**src/rtl/wide_add_sequencer_pkg.sv**
```systemverilog
// Shared types and sizing helpers for the multi-limb add sequencer.
package wide_add_pkg;

    localparam int LIMB_W = 64;

    typedef enum logic [1:0] {IDLE, ISSUE, WAIT, DONE} seqState_t;

    function automatic int limbCount(input int width);
        return width / LIMB_W;
    endfunction

    // At least one bit so single-limb / tiny-timeout builds still get a register.
    function automatic int cntWidth(input int n);
        return (n > 1) ? $clog2(n) : 1;
    endfunction

endpackage

```
**src/rtl/wide_add_sequencer_if.sv**
```systemverilog
// Request/result channel between the integer issue logic and the sequencer.
interface wide_add_if #(
    parameter int WIDTH = 256
);
    logic             iValid;
    logic             oReady;
    logic             iSub;
    logic [WIDTH-1:0] iX;
    logic [WIDTH-1:0] iY;
    logic             iCarryIn;
    logic             oValid;
    logic [WIDTH-1:0] oZ;
    logic             oCarryOut;
    logic             oError;

    modport master (
        output iValid, iSub, iX, iY, iCarryIn,
        input  oReady, oValid, oZ, oCarryOut, oError
    );

    modport slave (
        input  iValid, iSub, iX, iY, iCarryIn,
        output oReady, oValid, oZ, oCarryOut, oError
    );
endinterface

```
**src/rtl/wide_add_sequencer_watchdog.sv**
```systemverilog
// Cycle counter that flags a stalled adder; counts the ISSUE cycle as cycle 0.
module add_watchdog
    import wide_add_pkg::*;
#(
    parameter int TIMEOUT = 64
) (
    input  logic clk,
    input  logic resetn,
    input  logic clear,
    input  logic enable,
    output logic expired
);
    localparam int CW = cntWidth(TIMEOUT);
    localparam logic [CW-1:0] LAST = CW'(TIMEOUT - 1);

    logic [CW-1:0] count;

    always_ff @(posedge clk) begin
        if (!resetn || clear)
            count <= '0;
        else if (enable && count != LAST)
            count <= count + 1'b1;
    end

    assign expired = enable && (count == LAST);
endmodule

```
**src/rtl/wide_add_sequencer.sv**
```systemverilog
// Runs WIDTH-bit add/sub through the shared 64-bit adder one limb at a time,
// LS limb first, chaining carry; aborts with oError if the adder stalls.
module wide_add_sequencer
    import wide_add_pkg::*;
#(
    parameter int WIDTH   = 256,
    parameter int TIMEOUT = 64
) (
    input  logic              clk,
    input  logic              resetn,
    wide_add_if.slave         req,
    output logic              oAdderValid,
    output logic [LIMB_W-1:0] oAdderX,
    output logic [LIMB_W-1:0] oAdderY,
    output logic              oAdderCarryIn,
    input  logic [LIMB_W-1:0] iAdderZ,
    input  logic              iAdderCarryOut,
    input  logic              iAdderReady
);
    localparam int LIMBS = limbCount(WIDTH);
    localparam int LW    = cntWidth(LIMBS);
    localparam logic [LW-1:0] LAST_LIMB = LW'(LIMBS - 1);

    seqState_t        state, stateNext;
    logic [WIDTH-1:0] xReg, yReg, zReg, xNext, yNext, zNext;
    logic             carry, carryNext;
    logic [LW-1:0]    limb, limbNext;

    logic             readyQ, validQ, errQ, coutQ;
    logic [WIDTH-1:0] zOutQ, zOutNext;
    logic             validNext, errNext, coutNext;
    logic             wdClear, wdEnable, wdExpired;

    assign req.oReady    = readyQ;
    assign req.oValid    = validQ;
    assign req.oZ        = zOutQ;
    assign req.oCarryOut = coutQ;
    assign req.oError    = errQ;

    add_watchdog #(.TIMEOUT(TIMEOUT)) uWatchdog (
        .clk     (clk),
        .resetn  (resetn),
        .clear   (wdClear),
        .enable  (wdEnable),
        .expired (wdExpired)
    );

    assign wdEnable = (state == ISSUE) || (state == WAIT);

    always_comb begin
        stateNext = state;
        xNext     = xReg;
        yNext     = yReg;
        zNext     = zReg;
        carryNext = carry;
        limbNext  = limb;
        errNext   = errQ;
        coutNext  = coutQ;
        zOutNext  = zOutQ;
        validNext = 1'b0;
        case (state)
            IDLE: if (req.iValid) begin
                // Subtract is X + ~Y + 1, so carry-out 1 means no borrow.
                xNext     = req.iX;
                yNext     = req.iSub ? ~req.iY : req.iY;
                carryNext = req.iSub | req.iCarryIn;
                zNext     = '0;
                limbNext  = '0;
                errNext   = 1'b0;
                coutNext  = 1'b0;
                zOutNext  = '0;
                stateNext = ISSUE;
            end
            ISSUE: stateNext = WAIT;
            WAIT: begin
                if (iAdderReady) begin
                    zNext[int'(limb)*LIMB_W +: LIMB_W] = iAdderZ;
                    carryNext = iAdderCarryOut;
                    if (limb == LAST_LIMB) begin
                        stateNext = DONE;
                    end else begin
                        limbNext  = limb + 1'b1;
                        stateNext = ISSUE;
                    end
                end else if (wdExpired) begin
                    errNext   = 1'b1;
                    stateNext = DONE;
                end
            end
            DONE:    stateNext = IDLE;
            default: stateNext = IDLE;
        endcase
        if (stateNext == DONE) begin
            validNext = 1'b1;
            zOutNext  = zNext;
            coutNext  = errNext ? 1'b0 : carryNext;
        end
        wdClear = (stateNext == ISSUE);
    end

    always_ff @(posedge clk) begin
        if (!resetn) begin
            state         <= IDLE;
            xReg          <= '0;
            yReg          <= '0;
            zReg          <= '0;
            carry         <= 1'b0;
            limb          <= '0;
            readyQ        <= 1'b1;
            validQ        <= 1'b0;
            errQ          <= 1'b0;
            coutQ         <= 1'b0;
            zOutQ         <= '0;
            oAdderValid   <= 1'b0;
            oAdderX       <= '0;
            oAdderY       <= '0;
            oAdderCarryIn <= 1'b0;
        end else begin
            state       <= stateNext;
            xReg        <= xNext;
            yReg        <= yNext;
            zReg        <= zNext;
            carry       <= carryNext;
            limb        <= limbNext;
            readyQ      <= (stateNext == IDLE);
            validQ      <= validNext;
            errQ        <= errNext;
            coutQ       <= coutNext;
            zOutQ       <= zOutNext;
            oAdderValid <= (stateNext == ISSUE);
            if (stateNext == ISSUE) begin
                oAdderX       <= xNext[int'(limbNext)*LIMB_W +: LIMB_W];
                oAdderY       <= yNext[int'(limbNext)*LIMB_W +: LIMB_W];
                oAdderCarryIn <= carryNext;
            end
        end
    end
endmodule

```
**src/flat_wrapper.sv**
```systemverilog
// flat-port wrapper written by rule: the top's interface ports become plain ports
module wide_add_sequencer_flat import wide_add_pkg::*;
#(
    parameter int WIDTH   = 256,
    parameter int TIMEOUT = 64
)
  (clk, resetn, oAdderValid, oAdderX, oAdderY, oAdderCarryIn, iAdderZ, iAdderCarryOut, iAdderReady, req_iValid, req_iSub, req_iX, req_iY, req_iCarryIn, req_oReady, req_oValid, req_oZ, req_oCarryOut, req_oError);
  wide_add_if #(.WIDTH(WIDTH)) req_i ();
  input  logic clk;
  input  logic resetn;
  output logic oAdderValid;
  output logic [LIMB_W-1:0] oAdderX;
  output logic [LIMB_W-1:0] oAdderY;
  output logic oAdderCarryIn;
  input  logic [LIMB_W-1:0] iAdderZ;
  input  logic iAdderCarryOut;
  input  logic iAdderReady;
  input wire logic [$bits(req_i.iValid)-1:0] req_iValid;
  input wire logic [$bits(req_i.iSub)-1:0] req_iSub;
  input wire logic [$bits(req_i.iX)-1:0] req_iX;
  input wire logic [$bits(req_i.iY)-1:0] req_iY;
  input wire logic [$bits(req_i.iCarryIn)-1:0] req_iCarryIn;
  output wire logic [$bits(req_i.oReady)-1:0] req_oReady;
  output wire logic [$bits(req_i.oValid)-1:0] req_oValid;
  output wire logic [$bits(req_i.oZ)-1:0] req_oZ;
  output wire logic [$bits(req_i.oCarryOut)-1:0] req_oCarryOut;
  output wire logic [$bits(req_i.oError)-1:0] req_oError;
  assign req_i.iValid = req_iValid;
  assign req_i.iSub = req_iSub;
  assign req_i.iX = req_iX;
  assign req_i.iY = req_iY;
  assign req_i.iCarryIn = req_iCarryIn;
  assign req_oReady = req_i.oReady;
  assign req_oValid = req_i.oValid;
  assign req_oZ = req_i.oZ;
  assign req_oCarryOut = req_i.oCarryOut;
  assign req_oError = req_i.oError;
  wide_add_sequencer #(.WIDTH(WIDTH), .TIMEOUT(TIMEOUT)) u_core (.clk(clk), .resetn(resetn), .req(req_i), .oAdderValid(oAdderValid), .oAdderX(oAdderX), .oAdderY(oAdderY), .oAdderCarryIn(oAdderCarryIn), .iAdderZ(iAdderZ), .iAdderCarryOut(iAdderCarryOut), .iAdderReady(iAdderReady));
endmodule
```
**config.mk**
```make
export PLATFORM = sky130hd
export DESIGN_NAME = wide_add_sequencer_flat
export DESIGN_NICKNAME = d
export VERILOG_FILES = /design/src/rtl/wide_add_sequencer_pkg.sv /design/src/rtl/wide_add_sequencer_if.sv /design/src/rtl/wide_add_sequencer_watchdog.sv /design/src/rtl/wide_add_sequencer.sv /design/src/flat_wrapper.sv
export SDC_FILE = /design/constraint.sdc
export NUM_CORES = 2
export LEC_CHECK = 0
export ABC_AREA = 1
export CORE_MARGIN = 2
export CORE_UTILIZATION = 30
export DETAILED_ROUTE_END_ITERATION = 10
export PLACE_DENSITY = 0.61
export SETUP_SLACK_MARGIN = 0.2
export SYNTH_ARGS = -nofsm -noshare
export SYNTH_HDL_FRONTEND = slang
export SYNTH_SLANG_ARGS = --single-unit
```
**constraint.sdc**
```tcl
create_clock -name clk -period 3.1 [get_ports clk]
set_input_delay 0.93 -clock clk [delete_from_list [all_inputs] [get_ports clk]]
set_output_delay 0.93 -clock clk [all_outputs]
set_load 0.01 [all_outputs]
```
==> out/metrics.yaml <==
outcome:
  outcome: "complete, no violations"
place:
  post-place-ws_ps: -129
  globalplace.congestion: 0.926
  postPlaceCellArea_um2: 67400
  portBuffers: 972
  dpl.cell_count: 10900
  hpwl_um: 151000
finish:
  fin_nets: 9315
  seq_area_um2: 23400
  area_growth_pct: 34.0
  multi_input_area_um2: 26400
  drive_gt1_share_pct: 11.4
  final_util_pct: 40.5
  final_area_um2: 72300
  fillers: 18300
  fin_cells: 11200
yosys:
  syn_area_um2: 53900
  syn_avg_cell_area_um2: 6.82
  syn_nets: 8501
  ys.flop_type: "dfxtp_1"
  ys_ff_latch: 1169
  synth_edf_count: 0
  synth_warnings: 0
  synthCells: 7908
  yosysSeqAreaShare_pct: 43.4
  ys_types: 33
  ys_async_sr_fraction_pct: 0
power:
  p_per_area_nw_per_um2: 660
  leakage_nw: 32.0
  ir_worst_vdd_uv: 415
worst_setup_path:
  arrival_ps: 1910
  path_buf_inv: 1
  crit_fanout: 2
  path_cells: "clkdlybuf4s50_1"
  r2r_start: "u_core.limb[1]$_SDFF_PN0_"
  max_stage_delay_ps: 630
  worst_setup_path_end_kind: "output pin"
  cp_data_required_time_ps: 2170
  cp_top_family: "buffers and inverters"
  start_kind: "register"
  path_class: "register to output pin"
  crit_slowest_cell: "clkdlybuf4s50_1"
  critPathLaunch: "u_core.oAdderY[0]$_SDFFE_PN0N_"
cts:
  cts-root-buf: "clkbuf_16"
  clk_latency_ps: 820
  tritoncts: "done"
  cts_htree_levels: 4
  numClockSinks: 1169
  cts_resized: 5
  postCtsSetupBuffers: 0
  cts.clk_slew.worst_paths_ps: 60
  cts_hold_buf: 0
  cts_buffer_depth: 3
  cts_buffers: 139
timing:
  hold_ws_ps: 460
  period_share_pct: 91.7
  fmax_mhz: 352
  fin_ws_ps: 259
  rsz0062_at_grt: "no"
  worstMarginPinSlew_ps: 970
  min_period_ps: 2840
  relSlewSlack_pct: 35.3
  final_hold_viol_count: 0
  worst_clock_skew_ps: 45.0
  setup_viol: 0
  maxSlewViolCount: 0
route:
  post_drt_via_cell_ratio: 4.85
  vias: 54400
  routed_wl_um: 217000
  wl_per_cell_um: 19.3
  ant_nets: 0
  drc_errors: 0
  dr.pass1.iters: 6
  drtIter0Drc: 4576
grt:
  grt-ovfl-total: 0
  grt_use_total_pct: 22.8
  grt_pass1_vias: 51900
  grt_max_degree: 148
  antenna_found_initial: 55
  grt_first_pass_wirelength_um: 325000
die:
  ioPinCount: 973
  core_um2: 179000
  start_util_pct: 30.2
  rows: 155
  design.die.area_um2: 183000
  die_h_um: 428
  die_w_um: 428
run:
  max_cap_violations: 0
hold_path:
  hp-class: "register to register"
  hold_start: "u_core.oAdderY[35]$_SDFFE_PN0N_"
[area by class of cell]
cell class	instances	share of cell area [%]
flip-flops and latches	1169	32.4
well taps	2355	4.08
multi-input cells	5787	36.6
clock inverters	49	0.952
repair buffers	1273	18.4
clock buffers	204	5.64
diodes	33	0.114
inverters	352	1.88
[cell usage after synthesis (2+ instances only)]
| cell type | number | area (um2) |
|---|---|---|
| nand2_1 | 3009 | 11300 |
| dfxtp_1 | 1169 | 23400 |
| nand3_1 | 801 | 4010 |
| nor2_1 | 530 | 1990 |
| o21ai_0 | 401 | 2010 |
| or2_2 | 388 | 2430 |
| inv_1 | 342 | 1280 |
| clkbuf_1 | 283 | 1060 |
| buf_2 | 207 | 1040 |
| xnor2_1 | 193 | 1690 |
| a21oi_1 | 174 | 871 |
| o21ai_1 | 61 | 305 |
| a21oi_2 | 60 | 526 |
| nand4_1 | 55 | 344 |
| buf_1 | 40 | 150 |
| or2_1 | 40 | 250 |
| buf_6 | 39 | 439 |
| buf_4 | 31 | 233 |
| a31oi_1 | 24 | 150 |
| or2_0 | 20 | 125 |
| ha_1 | 10 | 125 |
| inv_2 | 10 | 37.5 |
| nand2_2 | 4 | 25.0 |
| nor2_2 | 3 | 18.8 |
| o21ai_2 | 3 | 26.3 |
| xor2_1 | 3 | 26.3 |
| nor3_4 | 2 | 32.5 |
[metal layers]
| metal | up-vias | part of all wire, % | GRT usage, % | wire length, um |
|---|---|---|---|---|
| met2 | 2056 | 47 | 37.1 | 101000 |
| li1 | 26400 | - | - | - |
| met4 | 28 | 6.2 | 14.0 | 13400 |
| met1 | 25400 | 41 | 28.1 | 89200 |
| met3 | 479 | 5.9 | 3.78 | 12800 |
| met5 | - | 0.079 | 0 | 171 |
[flip-flops by register name, summed over array words and instances, names as in the netlist]
name                    cells
u_core.oAdderValid          1
u_core.uWatchdog.count      6
u_core.oAdderX             64
u_core.limb                 2
u_core.req.oValid           1
u_core.xReg               256
u_core.yReg               256
u_core.oAdderY             64
u_core.req.oZ             256
u_core.req.oReady           1
u_core.state                2
u_core.oAdderCarryIn        1
u_core.req.oCarryOut        1
u_core.zReg               256
u_core.req.oError           1
u_core.carry                1
[worst paths after layout]
path,slack (ps),depth (start not counted),end
min reg2reg,460,2,u_core.oAdderY[35]$_SDFFE_PN0N_
max,260,1,oAdderY[0]
max reg2reg,450,10,u_core.oAdderX[54]$_SDFFE_PN0N_
min,460,2,u_core.oAdderY[35]$_SDFFE_PN0N_
[kinds of logic (layout without fill, tap and decap cells)]
group                      Yosys count  count (layout)  synth area share (%)
buffers and inverters              952            1878                  7.86
and+or+nand+nor                   4855            4855                  38.1
adders and majority gates           10              10                 0.232
xor gates and xnor gates           196             196                  3.18
AOI/OAI and AO/OA                  726             726                  7.24
DFF                               1169            1169                  43.4
other                                0              33                     0
[through the flow]
step,TNS (ps),power [W]
2_1_floorplan,0,0.0248
3_3_place_gp,-8350,0.0307
3_5_place_dp,-10660,0.0308
4_1_cts,0,0.0480
5_1_grt,0,0.0500
6_report,0,0.0477
[cell usage in the layout (no fill, tap or decap), types with 11 or more instances in the layout]
master           netlist  final
a21oi_1              174    174
a21oi_2               60     60
a31oi_1               24     24
buf_12                 0    104
buf_4                 31    197
bufinv_16              0     11
clkbuf_1             283     33
clkbuf_16              0    142
clkbuf_8               0     29
clkdlybuf4s50_1        0    968
clkinv_2               0     19
dfxtp_1             1169   1165
diode_2                0     33
inv_1                342    340
nand2_1             3009   3005
nand3_1              801    799
nand4_1               55     55
nor2_1               530    530
o21ai_0              401    401
o21ai_1               61     60
or2_0                 20     20
or2_1                 40     40
or2_2                388    388
xnor2_1              193    193
[power breakdown]
group          switching [W]  internal (W)
Sequential          0.000704        0.0166
Clock                0.00702        0.0101
Combinational        0.00796       0.00530
Total                 0.0157        0.0320
(Power assumes the default switching activity.)
